## config.mk

```make
export PLATFORM = sky130hd
export DESIGN_NAME = jt51_keyon_sched
export DESIGN_NICKNAME = d
export VERILOG_FILES = /design/src/rtl/jt51_pkg.sv /design/src/rtl/jt51_sh.sv /design/src/rtl/jt51_keyon_sched.sv
export SDC_FILE = /design/constraint.sdc
export NUM_CORES = 1
export LEC_CHECK = 0
export CORE_ASPECT_RATIO = 2
export CORE_MARGIN = 3
export CORE_UTILIZATION = 45
export CTS_CLUSTER_SIZE = 24
export DETAILED_ROUTE_END_ITERATION = 8
export SLEW_MARGIN = 15
export SYNTH_ARGS = -nofsm -noshare
export SYNTH_HDL_FRONTEND = slang
export SYNTH_HIERARCHICAL = 1
export SYNTH_SLANG_ARGS = --single-unit
export TNS_END_PERCENT = 100
```

## constraint.sdc

```tcl
create_clock -name clk -period 1.7 [get_ports clk]
set_clock_uncertainty 0.1 [all_clocks]
set_input_delay 0.34 -clock clk [delete_from_list [all_inputs] [get_ports clk]]
set_output_delay 0.34 -clock clk [all_outputs]
set_load 0.01 [all_outputs]
```

## src/rtl/jt51_pkg.sv

```systemverilog
// Shared constants for the JT51 key-on scheduling path: slot count, operator
// group encodings and the bit positions of operators inside a key-on mask.
package jt51_pkg;

  localparam int SLOTS  = 32;
  localparam int SLOT_W = 5;

  // Operator group = slot[4:3]; channel = slot[2:0]
  typedef enum logic [1:0] {
    OP_M1 = 2'd0,
    OP_M2 = 2'd1,
    OP_C1 = 2'd2,
    OP_C2 = 2'd3
  } op_grp_e;

  // Key-on register bit order differs from the slot order of the groups
  localparam int MASK_M1 = 0;
  localparam int MASK_C1 = 1;
  localparam int MASK_M2 = 2;
  localparam int MASK_C2 = 3;

  typedef struct packed {
    logic [2:0] ch;
    logic [3:0] mask;
  } kon_req_t;

  function automatic logic mask_bit(input logic [3:0] mask, input logic [1:0] op);
    logic bit_sel;
    case (op_grp_e'(op))
      OP_M1:   bit_sel = mask[MASK_M1];
      OP_M2:   bit_sel = mask[MASK_M2];
      OP_C1:   bit_sel = mask[MASK_C1];
      OP_C2:   bit_sel = mask[MASK_C2];
      default: bit_sel = 1'b0;
    endcase
    return bit_sel;
  endfunction

endpackage

```

## src/rtl/jt51_sh.sv

```systemverilog
// Generic recirculating shift register advanced on cen. Storage carries no
// reset; callers flush it by feeding a known value for STAGES cen ticks.
module jt51_sh #(
  parameter int DATA_W = 1,
  parameter int STAGES = 32
) (
  input  logic              clk,
  input  logic              cen,
  input  logic [DATA_W-1:0] din,
  output logic [DATA_W-1:0] drop
);

  logic [STAGES*DATA_W-1:0] bits_q;
  logic [STAGES*DATA_W-1:0] bits_d;

  always_comb begin
    bits_d = bits_q;
    if (cen) bits_d = {bits_q[(STAGES-1)*DATA_W-1:0], din};
  end

  always_ff @(posedge clk) begin
    bits_q <= bits_d;
  end

  assign drop = bits_q[STAGES*DATA_W-1 -: DATA_W];

endmodule

```

## src/rtl/jt51_keyon_sched.sv

```systemverilog
// Key-on scheduler: applies key-on register writes to the 32 operator slots
// over a full slot revolution and reports per-slot key level and edges.
module jt51_keyon_sched
  import jt51_pkg::*;
(
  input  logic              rst,
  input  logic              clk,
  input  logic              cen,
  input  logic              kon_we,
  input  logic [2:0]        kon_ch,
  input  logic [3:0]        kon_mask,
  output logic              busy,
  output logic [SLOT_W-1:0] slot_out,
  output logic              kon_out,
  output logic              keyon_edge,
  output logic              keyoff_edge
);

  logic [SLOT_W-1:0] cur_slot_q, cur_slot_d;
  logic [SLOT_W-1:0] win_cnt_q, win_cnt_d;
  logic              act_vld_q, act_vld_d;
  logic              pend_vld_q, pend_vld_d;
  kon_req_t          act_req_q, act_req_d;
  kon_req_t          pend_req_q, pend_req_d;
  logic              busy_q, busy_d;
  logic [SLOT_W-1:0] slot_out_q, slot_out_d;
  logic              kon_out_q, kon_out_d;
  logic              keyon_q, keyon_d;
  logic              keyoff_q, keyoff_d;

  logic     wr;
  kon_req_t wr_req;
  logic     win_done;
  logic     sh_drop;
  logic     old_kon;
  logic     new_kon;
  logic     slot_hit;

  assign wr       = kon_we & ~rst;
  assign wr_req   = {kon_ch, kon_mask};
  assign win_done = act_vld_q & cen & (win_cnt_q == 5'd31);

  // Reset forces zeros into the loop so a long enough reset flushes all slots
  assign old_kon  = rst ? 1'b0 : sh_drop;
  assign slot_hit = act_vld_q & ~rst & (cur_slot_q[2:0] == act_req_q.ch);
  assign new_kon  = slot_hit ? mask_bit(act_req_q.mask, cur_slot_q[4:3]) : old_kon;

  jt51_sh #(
    .DATA_W (1),
    .STAGES (SLOTS)
  ) u_kon_sh (
    .clk  (clk),
    .cen  (cen),
    .din  (new_kon),
    .drop (sh_drop)
  );

  always_comb begin
    cur_slot_d = cur_slot_q;
    if (cen) cur_slot_d = cur_slot_q + 5'd1;
  end

  always_comb begin
    act_vld_d  = act_vld_q;
    act_req_d  = act_req_q;
    pend_vld_d = pend_vld_q;
    pend_req_d = pend_req_q;
    win_cnt_d  = win_cnt_q;
    if (act_vld_q && cen) win_cnt_d = win_cnt_q + 5'd1;
    if (win_done) act_vld_d = 1'b0;
    if (!act_vld_q) begin
      if (pend_vld_q) begin
        act_vld_d  = 1'b1;
        act_req_d  = pend_req_q;
        pend_vld_d = 1'b0;
        win_cnt_d  = '0;
      end else if (wr) begin
        act_vld_d = 1'b1;
        act_req_d = wr_req;
        win_cnt_d = '0;
      end
    end
    // Anything that cannot go straight to active parks here, last write wins
    if (wr && (act_vld_q || pend_vld_q)) begin
      pend_vld_d = 1'b1;
      pend_req_d = wr_req;
    end
  end

  // The incoming write is folded in so busy rises on the capturing clk
  always_comb begin
    busy_d = act_vld_q | pend_vld_q | wr;
  end

  always_comb begin
    slot_out_d = slot_out_q;
    kon_out_d  = kon_out_q;
    keyon_d    = keyon_q;
    keyoff_d   = keyoff_q;
    if (cen) begin
      slot_out_d = cur_slot_q;
      kon_out_d  = new_kon;
      keyon_d    = new_kon & ~old_kon;
      keyoff_d   = ~new_kon & old_kon;
    end
  end

  always_ff @(posedge clk) begin
    if (rst) begin
      cur_slot_q <= '0;
      win_cnt_q  <= '0;
      act_vld_q  <= 1'b0;
      pend_vld_q <= 1'b0;
      busy_q     <= 1'b0;
      slot_out_q <= '0;
      kon_out_q  <= 1'b0;
      keyon_q    <= 1'b0;
      keyoff_q   <= 1'b0;
    end else begin
      cur_slot_q <= cur_slot_d;
      win_cnt_q  <= win_cnt_d;
      act_vld_q  <= act_vld_d;
      pend_vld_q <= pend_vld_d;
      busy_q     <= busy_d;
      slot_out_q <= slot_out_d;
      kon_out_q  <= kon_out_d;
      keyon_q    <= keyon_d;
      keyoff_q   <= keyoff_d;
    end
  end

  // Request payloads are qualified by their valid flags and need no reset
  always_ff @(posedge clk) begin
    act_req_q  <= act_req_d;
    pend_req_q <= pend_req_d;
  end

  assign busy        = busy_q;
  assign slot_out    = slot_out_q;
  assign kon_out     = kon_out_q;
  assign keyon_edge  = keyon_q;
  assign keyoff_edge = keyoff_q;

endmodule

```

==> metrics.txt, run 1 <==
global route overflow 0; outcome finished clean; Post-DRT Antenna Nets 0; Ys Warns 6; Hold Vio Cnt, Final 0; Hold Path Class flop to flop; Worst-Skew Late Latency 0.33 ns; design area 2890 µm²; hold_sp u_kon_sh/bits_q[7]; Vias 1262; Initial Utilization 47.7%; chip height 109 µm; Critical Path Fanout Max 2; worst path bufs/invs 1; Crit. End Element primary output; slew margin rel. 61.7%; clk root buf clkbuf_8; CTS Sinks 67; Worst Tran Pin Value 0.573 ns; Top Family by Delay on Critical Path buffers and inverters; CP Cell Sequence clkdlybuf4s50_1; fmax 0.609 GHz; Crit. Startpoint slot_out[0]; Layout Nets 200; total core area 5000 µm²; Die W 57.5 µm; first-pass GRT wire length 6.07 mm; Worst Path Arrival 1.20 ns; largest net degree at the start of global routing 39; Seq/Total Area, Yosys 75.5%; post-DP HPWL 2.38 mm; CTS buffer count 9; setup violators final 0; Hold-fix buffers, CTS 0; area post-placement 2700 µm²; CTS tree yes; # IOs 20; Mapped Cells 153; final worst slack 0.0588 ns; Final period util 96.5%; met1 WL 1.51 mm; DRC viols 0; CP peak stage delay 0.54 ns; full die area 6270 µm²; routed len/inst 14.2 µm; DR vias/cell 5.09; DR top layer met4; layout cells sized above 1 17.3%; area of the multi-input gates 557 µm²; initial antenna violation count 0; Yosys reg bits 67; maximum VDD drop 709 µV; synthesized area per cell 15.6 µm²; max_cap viols 0; met2 WL post-DR 1.77 mm; FF-to-FF Start cur_slot_q[3]; Worst setup SP type flop; WL met3 183 µm; number of global-route vias before repair 1266; Worst Hold Slack 0.319 ns; Pwr Density 1130 nW/µm²; area delta synth->final 21.0%; CTS H-tree depth 3; Detailed Route WL 3.53 mm; 1st-pass router iterations 4; clk buf depth 2; Final Critical Period 1.64 ns; slowest CP cell clkdlybuf4s50_1; Crit path required time 1.26 ns; Mapped Nets 167; clock transition at the registers of the reported paths 0.06 ns; num rows 36; DR iter-0 viols 33; fillers 406; RSZ-0062 raised after global routing no; Leak 1.10 nW; Final Wtd Congestion 0.761; fin. max-slew vios 0; pre-CTS setup slack -0.179 ns; Cell Area, Synth 2390 µm²; kind of critical path flop to primary output; number of I/O port buffers 19; Sequential Area 1800 µm²; ANT cells 0; Tot GR Track Use 13.3%; post-synth cell types 27
## placed cells by master, fill, tap and decap left out, types with 2 or more instances in the layout
| cell type | Yosys | final |
|---|---|---|
| clkdlybuf4s50_1 | 0 | 16 |
| xor2_1 | 8 | 8 |
| clkbuf_8 | 0 | 9 |
| o21ai_0 | 4 | 4 |
| nor2_1 | 17 | 17 |
| mux2i_1 | 7 | 7 |
| nand4_1 | 3 | 3 |
| buf_4 | 0 | 8 |
| nand2_1 | 12 | 12 |
| clkinv_2 | 0 | 3 |
| edfxtp_1 | 46 | 46 |
| nand2b_1 | 2 | 2 |
| ha_1 | 3 | 3 |
| dfxtp_1 | 21 | 21 |
| a21oi_1 | 4 | 4 |
| xnor2_1 | 2 | 2 |
| dlymetal6s2s_1 | 0 | 2 |
| clkbuf_1 | 4 | 2 |
| mux2_2 | 7 | 7 |
## sequential cells by signal, indices dropped and copies added (netlist names)
signal and cells:
u_kon_sh/bits_q 32, act_req_q 7, pend_req_q 7, cur_slot_q 5, slot_out 5, win_cnt_q 5, act_vld_q 1, busy 1
keyoff_edge 1, keyon_edge 1, kon_out 1, pend_vld_q 1
## logic make-up after synthesis
logic type / after synthesis / synth area share (%)
AOI/OAI and AO/OA: 12 / 3.09
xor gates and xnor gates: 10 / 3.67
adders and majority gates: 3 / 1.57
buffers and inverters: 7 / 1.20
DFF: 67 / 75.5
muxes: 15 / 7.18
and+or+nand+nor: 39 / 7.81
## cells in the mapped netlist
cell type / n / share of area [%]
nand2_1: 12 / 1.9
inv_1: 1 / 0.16
clkbuf_2: 1 / 0.21
nor3b_1: 1 / 0.31
o211a_1: 1 / 0.42
nand2b_1: 2 / 0.52
nand4_1: 3 / 0.79
nor2_1: 17 / 2.7
a21oi_1: 4 / 0.84
dfxtp_1: 21 / 18
and3_1: 1 / 0.26
nor4_4: 1 / 0.89
o31ai_1: 1 / 0.31
buf_2: 1 / 0.21
xor2_1: 8 / 2.9
o21ai_0: 4 / 0.84
nor3_1: 1 / 0.21
and2_1: 1 / 0.26
ha_1: 3 / 1.6
clkbuf_1: 4 / 0.63
mux2_2: 7 / 3.3
edfxtp_1: 46 / 58
a22o_1: 1 / 0.37
a211oi_1: 1 / 0.31
mux4_2: 1 / 0.94
xnor2_1: 2 / 0.73
mux2i_1: 7 / 2.9
## final timing paths
| path | depth (start not counted) | slack, ns | to |
|---|---|---|---|
| hold reg to reg | 0 | 0.32 | u_kon_sh/bits_q[8] |
| setup reg to reg | 3 | 0.18 | u_kon_sh/bits_q[0] |
| setup / recovery | 1 | 0.06 | slot_out[0] |
| hold / removal | 0 | 0.32 | u_kon_sh/bits_q[8] |
## timing repair
action | in CTS | in global routing
setup endpoints to repair | 0 | 2
resized for setup | 0 | 2
buffers inserted | 0 | 0
## cell type report
class	count	share of cell area, %
clock buffers	11	4.55
clock inverters	5	1.86
inverters	1	0.130
multi-input cells	79	19.3
flip-flops and latches	67	62.4
well taps	57	2.47
repair buffers	28	9.35
## per-stage QoR
stage	total power [mW]	util, %	instances	setup TNS [ns]
finish	3.25	57.8	248	0
CTS	3.31	57.7	248	0
global route	3.41	57.8	248	0
floorplan	1.98	-	153	0
global placement	2.07	54.0	232	-0.853
detailed placement	2.08	54.0	232	-1.63
## per-layer routing
layer  GRT usage (%)  up-vias
met3            4.86        6
met1            16.5      605
met4            8.46        0
met2            19.3       32
li1                -      619
met5               0        -
## power by group
part,internal (mW),switching [mW],leakage [nW],total (mW)
Sequential,1.83,0.0331,0.614,1.86
Combinational,0.0886,0.0906,0.386,0.179
Clock,0.673,0.541,0.0971,1.21
Total,2.59,0.665,1.10,3.25
Note: power is estimated with default switching activity, not from simulation.
==> run 2: changes to the inputs <==
--- a/config.mk
+++ b/config.mk
@@ -10,6 +10,7 @@
 export CORE_UTILIZATION = 45
 export CTS_CLUSTER_SIZE = 24
 export DETAILED_ROUTE_END_ITERATION = 8
+export REMOVE_ABC_BUFFERS = 1
 export SLEW_MARGIN = 15
 export SYNTH_ARGS = -nofsm -noshare
 export SYNTH_HDL_FRONTEND = slang
==> run 2 against run 1 <==
Compared with the run above:
- total power up 2.9%
- sequential power is essentially flat
- critical path depth stayed put
- sequential share of layout area decreased by 0.54 points
- maximum frequency down 0.28%
- critical endpoint is now kon_out
- largest power group unchanged
- highest routed layer unchanged
==> metrics.txt, run 2 (synthesis gave the netlist of run 1 again) <==
routed len/inst 15.2 µm (+6.7%); DR iter-0 viols 36 (+9.1%); Layout Nets 201 (+0.50%); CTS H-tree depth 3 (unchanged); Hold Vio Cnt, Final 0 (unchanged); num rows 36 (unchanged); CTS buffer count 9 (unchanged); switching share of power 20.4% (about the same); Final Critical Period 1.65 ns (+0.00456 ns); slew margin rel. 62.6% (+0.91 points); initial antenna violation count 0 (unchanged); Pwr Density 1150 nW/µm² (+2.0%); Critical Path Fanout Max 2 (unchanged); area delta synth->final 22.1%; Final Wtd Congestion 0.771 (+1.3%); chip height 109 µm (unchanged); Final period util 96.8% (+0.27 points); Worst-Skew Late Latency 0.34 ns (about the same); Psw 0.684 mW (+2.9%); clk root buf clkbuf_8; P_int 2.67 mW (+2.9%); Die W 57.5 µm (unchanged); Reg with most FFs u_kon_sh/bits_q; layout cells sized above 1 18.2% (+0.95 points); largest registers u_kon_sh/bits_q x32, act_req_q x7, pend_req_q x7; Core Util, Final 58.3% (+0.50 points); CP Cell Sequence clkdlybuf4s50_1; largest net degree at the start of global routing 32 (-18%); Crit path required time 1.26 ns (about the same); post-DP HPWL 2.57 mm (+7.6%); worst path bufs/invs 1 (unchanged); global route overflow 0 (unchanged); number of global-route vias before repair 1308 (+3.3%); outcome finished clean; Worst Tran Pin Value 0.559 ns (-0.0136 ns); Clk pwr share 38.9% (+1.6 points); number of I/O port buffers 19 (unchanged); commonest non-fill, non-tap cell in the layout edfxtp_1; Hold Path Class flop to flop; Tot GR Track Use 14.5% (+1.2 points); CP peak stage delay 0.53 ns (about the same); Detailed Route WL 3.78 mm (+7.1%); # IOs 20 (unchanged); DRC viols 0 (unchanged); Worst Path Arrival 1.21 ns (about the same); kind of critical path flop to primary output; Crit. End Element primary output; fin. max-slew vios 0 (unchanged); Setup Buffers After CTS 0 (unchanged); Post-DRT Antenna Nets 0 (unchanged); ANT cells 0 (unchanged); Worst setup SP type flop; RSZ-0062 raised after global routing no; power share of the combinational group 5.5% (about the same); DR vias/cell 5.10 (+0.23%); setup violators final 0 (unchanged); Initial Utilization 47.7% (unchanged); CTS Sinks 67 (unchanged); Reg power frac 55.6% (-1.6 points); fmax 0.608 GHz (-0.28%); slowest CP cell clkdlybuf4s50_1; full die area 6270 µm² (unchanged); max_cap viols 0 (unchanged); total power 3.35 mW (+2.9%); clock transition at the registers of the reported paths 0.07 ns (about the same); max FFs per register 32 (unchanged); Hold-fix buffers, CTS 0 (unchanged); first-pass GRT wire length 6.43 mm (+5.9%); total core area 5000 µm² (unchanged); Top Family by Delay on Critical Path buffers and inverters; maximum VDD drop 1280 µV (+81%); most frequent cells in the layout edfxtp_1 (46), dfxtp_1 (21), nor2_1 (17), clkdlybuf4s50_1 (13), nand2_1 (12); clk buf depth 2 (unchanged); Vias 1270 (+0.63%); CTS tree yes; Leak 1.13 nW (+3.4%); 1st-pass router iterations 4 (unchanged)
[run 2: through the flow]
| step | hold slack, ns | instances | setup WS (ns) | setup TNS [ns] | cell area [µm²] |
|---|---|---|---|---|---|
| 6_report | 0.322 | 249 | 0.0543 | 0 | 2910 |
| 3_5_place_dp | 0.305 | 233 | -0.238 | -2.69 | 2710 |
| 2_1_floorplan | 0.300 | 147 | 0.292 | 0 | 2360 |
| 3_3_place_gp | 0.308 | 233 | -0.187 | -2.37 | 2710 |
| 5_1_grt | 0.329 | 249 | 0.00449 | 0 | 2910 |
| 4_1_cts | 0.321 | 249 | 0.00537 | 0 | 2910 |
[run 2: per-layer routing]
metal	GRT usage, %	wire length [µm]	vias to the layer above
li1	-	-	623
met1	16.1	1540	617
met2	22.2	1970	22
met3	6.52	168	8
met4	8.96	91	0
met5	0	0	-
[run 2: what timing repair did]
action	CTS	global route
setup endpoints to repair	2	3
gates cloned	0	0
gates resized for setup	2	3
[run 2: final timing paths]
| path | start | end | slack (ns) | cells past startpoint |
|---|---|---|---|---|
| min | u_kon_sh/bits_q[13] | u_kon_sh/bits_q[14] | 0.32 | 0 |
| max | kon_out | kon_out | 0.05 | 1 |
| min reg2reg | u_kon_sh/bits_q[13] | u_kon_sh/bits_q[14] | 0.32 | 0 |
| max reg2reg | cur_slot_q[3] | keyoff_edge | 0.16 | 3 |
[run 2: power by group through the flow]
stage          registers [mW]  clock network [mW]  logic [mW]
2_1_floorplan            1.89                   0      0.0742
3_3_place_gp             1.90                   0       0.182
3_5_place_dp             1.90                   0       0.189
4_1_cts                  1.86                1.35       0.188
5_1_grt                  1.87                1.42       0.204
6_report                 1.86                1.30       0.184
[run 2: cell type report]
class	count	area, µm²
clock buffers	11	151
clock inverters	5	51.3
fillers	410	2090
inverters	1	3.75
multi-input cells	79	557
flip-flops and latches	67	1800
well taps	57	71.3
repair buffers	29	278
==> run 3: changes to the inputs <==
--- a/config.mk
+++ b/config.mk
@@ -7,9 +7,11 @@
 export LEC_CHECK = 0
 export CORE_ASPECT_RATIO = 2
 export CORE_MARGIN = 3
-export CORE_UTILIZATION = 45
+export CORE_UTILIZATION = 55
 export CTS_CLUSTER_SIZE = 24
 export DETAILED_ROUTE_END_ITERATION = 8
+export DONT_BUFFER_PORTS = 1
+export PLACE_DENSITY = 0.7
 export REMOVE_ABC_BUFFERS = 1
 export SLEW_MARGIN = 15
 export SYNTH_ARGS = -nofsm -noshare
==> run 3 against run 2 <==
Compared with the run above:
- routed wire length fell by 4.3%
- combinational power fell by 35%
- first-iteration DRC count fell by 8.3%
- clock power fell by 5%
- core utilization rose by 7.4 points
- die area fell by 17%
- total power fell by 3.4%
- setup slack improved by 0.11 ns
- critical path type is now input port to flop
- largest cell class unchanged
==> metrics.txt, run 3 (synthesis gave the netlist of run 1 again) <==
initial antenna violation count 0 (unchanged); Worst Tran Pin Value 0.786 ns (+0.227 ns); design area 2710 µm² (-6.9%); Detailed Route WL 3.61 mm (-4.3%); Core Util, Final 65.7% (+7.4 points); max FFs per register 32 (unchanged); Final Wtd Congestion 0.717 (-7.0%); CTS H-tree depth 3 (unchanged); Setup TNS Final 0 ns (unchanged); slowest CP cell dlygate4sd3_1; Hold Path Class input port to flop; P_int 2.60 mW (-2.4%); Vias 1209 (-4.8%); area post-placement 2430 µm² (-10%); chip height 99.2 µm (-9.0%); commonest non-fill, non-tap cell in the layout edfxtp_1; fillers 302 (-26%); Crit path required time 1.56 ns (+0.30 ns); largest registers u_kon_sh/bits_q x32, act_req_q x7, pend_req_q x7; DR iter-0 viols 33 (-8.3%); CTS buffer count 9 (unchanged); max_cap viols 0 (unchanged); Pwr Density 1190 nW/µm² (+3.8%); R2R cell count 3 (unchanged); Layout Nets 182 (-9.5%); first-pass GRT wire length 6.04 mm (-6.1%); global route overflow 0 (unchanged); most frequent cells in the layout edfxtp_1 (46), dfxtp_1 (21), nor2_1 (17), nand2_1 (12), clkbuf_8 (10); Reg power frac 57.9% (+2.3 points); Reg with most FFs u_kon_sh/bits_q; # resized after CTS 0 (-2); Die W 52.6 µm (-8.5%); outcome finished clean; maximum VDD drop 741 µV (-42%); Top Family by Delay on Critical Path buffers and inverters; switching share of power 19.6% (-0.81 points); slew margin rel. 47.4% (-15 points); CTS Sinks 67 (unchanged); Worst-Skew Late Latency 0.33 ns (about the same); Crit. End Element flop; power share of the combinational group 3.7% (-1.8 points); clock transition at the registers of the reported paths 0.06 ns (about the same); DR vias/cell 5.37 (+5.4%); Hold Vio Cnt, Final 0 (unchanged); Post-DRT Antenna Nets 0 (unchanged); CTS tree yes; kind of critical path input port to flop; setup violators final 0 (unchanged); number of global-route vias before repair 1261 (-3.6%); routed len/inst 16.1 µm (+5.9%); ANT cells 0 (unchanged); Worst Hold Slack 0.0274 ns (-0.294 ns); Leak 0.983 nW (-13%); Final period util 90.1% (-6.7 points); Hold Path Cell Cnt 0 (unchanged); CP peak stage delay 1.05 ns (+0.52 ns); clk buf depth 2 (unchanged); Psw 0.635 mW (-7.2%); fmax 0.653 GHz (+7.4%); full die area 5210 µm² (-17%); # IOs 20 (unchanged); total power 3.24 mW (-3.4%); Worst setup SP type input port; cell depth of the worst setup path 1 (unchanged); DRC viols 0 (unchanged); worst path bufs/invs 1 (unchanged); fin. max-slew vios 0 (unchanged); Critical Path Fanout Max 29 (+27); CP Cell Sequence dlygate4sd3_1; Final Critical Period 1.53 ns (-0.114 ns); Clk pwr share 38.4% (-0.5 points); total core area 4130 µm² (-17%); Initial Utilization 57.8% (+10 points); num rows 33 (-8.3%); 1st-pass router iterations 4 (unchanged); area delta synth->final 13.7%; largest net degree at the start of global routing 47 (+47%); clk root buf clkbuf_8; layout cells sized above 1 13.3% (-4.9 points); number of I/O port buffers 0 (-19); Worst Path Arrival 1.40 ns (+0.19 ns); RSZ-0062 raised after global routing no; Tot GR Track Use 16.2% (+1.8 points); post-DP HPWL 2.23 mm (-13%)
==> run 3: layout make-up <==
class | instances | area (µm²) | area share, %
timing repair buffer | 10 | 97.6 | 3.60
multi-input combinational | 79 | 557 | 20.5
clock inverter | 3 | 40.0 | 1.48
inverter | 1 | 3.75 | 0.138
sequential | 67 | 1800 | 66.4
tap | 52 | 65.1 | 2.40
clock buffer | 13 | 149 | 5.49
==> run 3: through the flow <==
step                worst slack (ns)  std cells
floorplan                      0.292        147
global placement               0.230        200
detailed placement             0.172        200
CTS                            0.179        224
global route                  0.0587        225
finish                         0.168        225
==> run 3: routing by layer <==
layer	GRT usage (%)	up-vias	share of wire (%)
li1	-	582	-
met1	19.6	591	41
met2	24.2	26	51
met3	7.50	10	5.6
met4	7.68	0	2.1
met5	0	-	0
==> run 3: final timing paths <==
path,slack [ns],end,from
setup reg to reg,0.19,u_kon_sh/bits_q[0],cur_slot_q[3]
hold / removal,0.03,u_kon_sh/bits_q[5],cen
hold reg to reg,0.32,u_kon_sh/bits_q[16],u_kon_sh/bits_q[15]
setup / recovery,0.17,u_kon_sh/bits_q[18],cen
==> run 3: timing repair <==
item / in CTS / in global routing
setup buffers: 0 / 0
hold buffers: 8 / 1
hold endpoints to repair: 20 / 18
==> run 3: power groups by stage <==
stage | registers, mW | clock network (mW) | logic, mW
global placement | 1.91 | 0 | 0.0856
global route | 1.88 | 1.34 | 0.131
detailed placement | 1.91 | 0 | 0.0906
floorplan | 1.89 | 0 | 0.0742
finish | 1.87 | 1.24 | 0.119
CTS | 1.88 | 1.27 | 0.110
